**src/rtl/multi_debounce.sv**
```systemverilog
// multi_debounce: multi-channel debouncer with one-cycle rise/fall pulses.
// A shared prescaler produces a sample tick every TICK_DIV clk_in cycles.
// Each channel accepts a new level once STABLE_SAMPLES consecutive ticks
// have sampled a value that differs from the current debounced level.
//
// Optional feature: define MULTI_DEBOUNCE_SYNC2_EN to place a 2-flop
// synchroniser (reset to RESET_LEVEL) in front of each channel. Without it,
// signal_in is sampled directly and must already be synchronous to clk_in.
//
// Ports:
//   clk_in       system clock, all state on rising edge
//   reset        synchronous active-high reset
//   signal_in    raw inputs, one bit per channel
//   level_out    debounced level per channel (registered)
//   rise_pulse   one-cycle pulse on accepted 0->1 (registered)
//   fall_pulse   one-cycle pulse on accepted 1->0 (registered)
//   event_valid  OR of all rise/fall pulse bits (no added latency)
module multi_debounce #(
  parameter int unsigned CHANNELS       = 4,
  parameter int unsigned TICK_DIV       = 50000,
  parameter int unsigned STABLE_SAMPLES = 4,
  parameter logic        RESET_LEVEL    = 1'b0
) (
  input  logic                clk_in,
  input  logic                reset,
  input  logic [CHANNELS-1:0] signal_in,
  output logic [CHANNELS-1:0] level_out,
  output logic [CHANNELS-1:0] rise_pulse,
  output logic [CHANNELS-1:0] fall_pulse,
  output logic                event_valid
);

  localparam int unsigned PRESC_W = (TICK_DIV > 1) ? $clog2(TICK_DIV) : 1;
  localparam int unsigned CNT_W   = $clog2(STABLE_SAMPLES + 1);

  localparam logic [PRESC_W-1:0] PRESC_MAX = PRESC_W'(TICK_DIV - 1);
  localparam logic [CNT_W-1:0]   CNT_MAX   = CNT_W'(STABLE_SAMPLES - 1);
  localparam logic [CHANNELS-1:0] LEVEL_RST = {CHANNELS{RESET_LEVEL}};

  logic [PRESC_W-1:0]  presc_q, presc_d;
  logic [CNT_W-1:0]    cnt_q [CHANNELS];
  logic [CNT_W-1:0]    cnt_d [CHANNELS];
  logic [CHANNELS-1:0] level_q, level_d;
  logic [CHANNELS-1:0] rise_q, rise_d;
  logic [CHANNELS-1:0] fall_q, fall_d;
  logic [CHANNELS-1:0] samp_c;
  logic                tick_c;

`ifdef MULTI_DEBOUNCE_SYNC2_EN
  logic [CHANNELS-1:0] sync1_q, sync2_q;

  // Two-flop synchroniser; the second stage is the sample source.
  always_ff @(posedge clk_in) begin
    if (reset) begin
      sync1_q <= LEVEL_RST;
      sync2_q <= LEVEL_RST;
    end else begin
      sync1_q <= signal_in;
      sync2_q <= sync1_q;
    end
  end

  assign samp_c = sync2_q;
`else
  assign samp_c = signal_in;
`endif

  // With TICK_DIV == 1 the prescaler sits at 0 and the tick is constant.
  assign tick_c = (presc_q == PRESC_MAX);

  // Next-state: prescaler wrap and per-channel stability counting.
  always_comb begin
    presc_d = tick_c ? '0 : presc_q + PRESC_W'(1);
    level_d = level_q;
    rise_d  = '0;
    fall_d  = '0;
    for (int i = 0; i < int'(CHANNELS); i++) begin
      cnt_d[i] = cnt_q[i];
      if (tick_c) begin
        if (samp_c[i] == level_q[i]) begin
          cnt_d[i] = '0;
        end else if (cnt_q[i] == CNT_MAX) begin
          // This tick is the STABLE_SAMPLES-th differing sample: accept it.
          level_d[i] = samp_c[i];
          cnt_d[i]   = '0;
          rise_d[i]  = samp_c[i];
          fall_d[i]  = ~samp_c[i];
        end else begin
          cnt_d[i] = cnt_q[i] + CNT_W'(1);
        end
      end
    end
  end

  // State registers; reset overrides any tick and discards pending counts.
  always_ff @(posedge clk_in) begin
    if (reset) begin
      presc_q <= '0;
      level_q <= LEVEL_RST;
      rise_q  <= '0;
      fall_q  <= '0;
      for (int i = 0; i < int'(CHANNELS); i++) begin
        cnt_q[i] <= '0;
      end
    end else begin
      presc_q <= presc_d;
      level_q <= level_d;
      rise_q  <= rise_d;
      fall_q  <= fall_d;
      for (int i = 0; i < int'(CHANNELS); i++) begin
        cnt_q[i] <= cnt_d[i];
      end
    end
  end

  assign level_out   = level_q;
  assign rise_pulse  = rise_q;
  assign fall_pulse  = fall_q;
  assign event_valid = |(rise_q | fall_q);

endmodule

```
**config.mk**
```make
export PLATFORM = sky130hd
export DESIGN_NAME = multi_debounce
export DESIGN_NICKNAME = d
export VERILOG_FILES = /design/src/rtl/multi_debounce.sv
export SDC_FILE = /design/constraint.sdc
export NUM_CORES = 1
export LEC_CHECK = 0
export BUFFER_PORTS_ARGS = -buffer_cell sky130_fd_sc_hd__buf_4
export CAP_MARGIN = 20
export CORE_MARGIN = 1
export CORE_UTILIZATION = 45
export CTS_CLUSTER_SIZE = 20
export DETAILED_ROUTE_END_ITERATION = 6
export GPL_TIMING_DRIVEN = 1
export PLACE_DENSITY = 0.67
export SLEW_MARGIN = 5
export SYNTH_ARGS = -nofsm -noshare
export SYNTH_HDL_FRONTEND = slang
export SYNTH_SLANG_ARGS = --single-unit
```
**constraint.sdc**
```tcl
create_clock -name clk_in -period 2.9 [get_ports clk_in]
set_clock_uncertainty 0.15 [all_clocks]
set_input_delay 0 -clock clk_in [delete_from_list [all_inputs] [get_ports clk_in]]
set_output_delay 0 -clock clk_in [all_outputs]
set_load 0.005 [all_outputs]
```
==> flow_summary.ini <==
[run_status]
outcome = finished, final reports clean

[job]
drv_cap = 0

[layout]
stdcell_area_sq_um = 2108
num_antenna_cells = 0
area_delta_synth_final_pct = 16.85
final_util_pct = 56.32
layout-drive-gt1-share_pct = 16.74
nets = 231

[die]
die_w_um = 65.32
core_area_sq_um = 3744
die_area_sq_um = 4267
rows = 22
die_h_um = 65.32
ios = 19
start_util_pct = 48.20

[global_route]
grt.total_usage_pct = 17.60
grt_pass1_wl_um = 5602
gr-total-overflow = 0
grt_pass1_vias = 1392
grt_max_degree = 24
antenna_found_initial = 0

[worst_setup_path]
arrival_ns = 2.00
critPathBufInv = 0
worstPathMaxFanout = 8
required_ns = 2.95
crit_slowest_cell = or2_1
crit_chain = ha_1, and3_1, nand4_1, or2_1, nor4b_4
critPathCaptureType = register
worstReg2RegStart = presc_q[0]$_SDFF_PP0_
worstSetupStartpointType = register
max_stage_delay_ns = 0.44
cp_top_family = simple AND/OR/NAND/NOR gates
worstSetupPathType = reg2reg
crit_path_start = presc_q[0]$_SDFF_PP0_

[routing]
drt_iter0_drc = 90
vias = 1435
wire_per_inst_um = 12.26
drtPass1Iterations = 4
drtAntennaViolNets = 0
drc = 0
drt-vias-per-instance = 5.335
wl_um = 3297

[min_path]
hold_start = signal_in[2]
hp-class = in2reg

[placed_design]
port_buffers = 18
detailed_place_hpwl_um = 2370
post_dp_cell_area_sq_um = 1971
gp_congestion = 0.7207

[cts]
cts_hold_buf = 5
tritoncts = done
postCtsResizedCells = 0
clk_pin_slew_worst_paths_ns = 0.08
clockBufferDepth = 2
cts-root-buf = clkbuf_8
cts_buffers = 5
htree_levels = 2
clock_sinks = 40
clock_latency_ns = 0.29
cts_setup_buffers = 0

[synthesis]
ys_types = 28
yosysSeqAreaShare_pct = 44.38
ys_warn_count = 0
synth_fp_nets = 207
avgSynthCellArea_sq_um = 9.205
synthesis.instances = 196
yosys_register_bits = 40
synthesis.area_sq_um = 1804

[sta]
fmax_ghz = 0.5119
worstMarginPinSlew_ns = 0.5823
finalSetupTns_ns = 0
whs_ns = 0.2863
post-route-min-period_ns = 1.954
hold_viol = 0
slew_headroom_pct = 61.18
setup_viol = 0
slew_violations = 0
post-route-period-util_pct = 67.37
grt_setup_unrepaired = false

[power]
power_density_nw_per_um2 = 450.6
irDropWorstVdd_v = 0.0002960
p_leak_nw = 0.7703
routing by layer:
metal	part of all wire, %	up-vias	global-route usage [%]
met5	0	-	0
met2	52	29	32.60
met4	0.42	0	5.435
met3	4.3	2	7.292
met1	44	678	17.64
li1	-	726	-
final timing paths:
| kind | to | slack, ns | cells past startpoint |
|---|---|---|---|
| worst max-delay path | fall_pulse[3]$_SDFF_PP0_ | 0.95 | 5 |
| worst min register to register | cnt_q[0][1]$_SDFFE_PP0N_ | 0.32 | 2 |
| worst max register to register | fall_pulse[3]$_SDFF_PP0_ | 0.95 | 5 |
| worst min-delay path | fall_pulse[2]$_SDFF_PP0_ | 0.29 | 3 |
cell type report:
type | instances | area [sq um]
fillers | 362 | 1635
multi-input cells | 138 | 925.9
flip-flops and latches | 40 | 800.8
repair buffers | 24 | 192.7
clock buffers | 5 | 68.82
well taps | 48 | 60.06
inverters | 11 | 41.29
clock inverters | 3 | 18.77
Yosys cell counts:
cell type / count / area (sq um)
o41ai_1: 4 / 35.03
a21oi_1: 12 / 60.06
nand4_1: 6 / 37.54
nand3_1: 9 / 45.04
nand3b_1: 4 / 30.03
nor4_2: 4 / 50.05
nor4_1: 6 / 37.54
ha_1: 5 / 62.56
inv_1: 11 / 41.29
nor2_1: 27 / 101.4
o21ai_1: 2 / 10.01
and4b_1: 1 / 10.01
nand2_1: 16 / 60.06
o21ai_0: 2 / 10.01
nor3_1: 7 / 35.03
clkbuf_1: 4 / 15.01
dfxtp_1: 40 / 800.8
or2_1: 1 / 6.260
buf_2: 2 / 10.01
xnor2_1: 16 / 140.1
nor2b_1: 4 / 25.02
nand2b_1: 1 / 6.260
xor2_1: 2 / 17.52
nor4b_4: 4 / 95.09
nor4b_2: 2 / 30.03
buf_6: 1 / 11.26
and3_1: 2 / 12.51
and4_1: 1 / 8.760
cells in the final DEF, fill, tap and decap left out, drive strengths merged, types with 5 or more instances in the layout:
cell type and instances:
ha 5, dfxtp 40, inv 11, a21oi 12
xnor2 16, nor4 10, nand4 6, nor3 7
nor4b 6, dlygate4sd3 5, nor2 27, buf 19
nand2 16, clkbuf 5, nand3 9
cells by family (layout without fill, tap and decap cells):
family | count (synthesis) | after routing | share of synthesized area [%]
fa+ha+maj | 5 | 5 | 3.467
compound gates | 20 | 20 | 6.380
buf+inv | 18 | 43 | 4.299
simple gates | 95 | 95 | 32.73
flops | 40 | 40 | 44.38
xor+xnor | 18 | 18 | 8.738
sequential cells by signal (all words and copies together) (netlist names):
register,count
rise_pulse,4
level_out,4
fall_pulse,4
presc_q,16
cnt_q,12
worst reg2reg max path, cell delays in order (launching register included):
cell     delay, ns
dfxtp_1       0.38
ha_1          0.26
and3_1        0.21
nand4_1       0.11
or2_1         0.44
nor4b_4       0.32
power by group:
group          leakage (nW)  switching, mW  internal [mW]  total [mW]
combinational         0.400         0.0220         0.0161      0.0380
clock                0.0479          0.188          0.167       0.356
sequential            0.323        0.00384          0.552       0.556
total                 0.770          0.214          0.736       0.950
through the flow:
stage                     setup slack [ns]  cells  power [mW]
after floorplan                      1.224    196      0.5883
after global placement               1.024    256      0.6003
after detailed placement            0.9413    256      0.6018
after CTS                           0.9262    269      0.9646
after global routing                0.8413    269      0.9972
final                               0.9463    269      0.9499
Note: power is estimated with default switching activity, not from simulation.
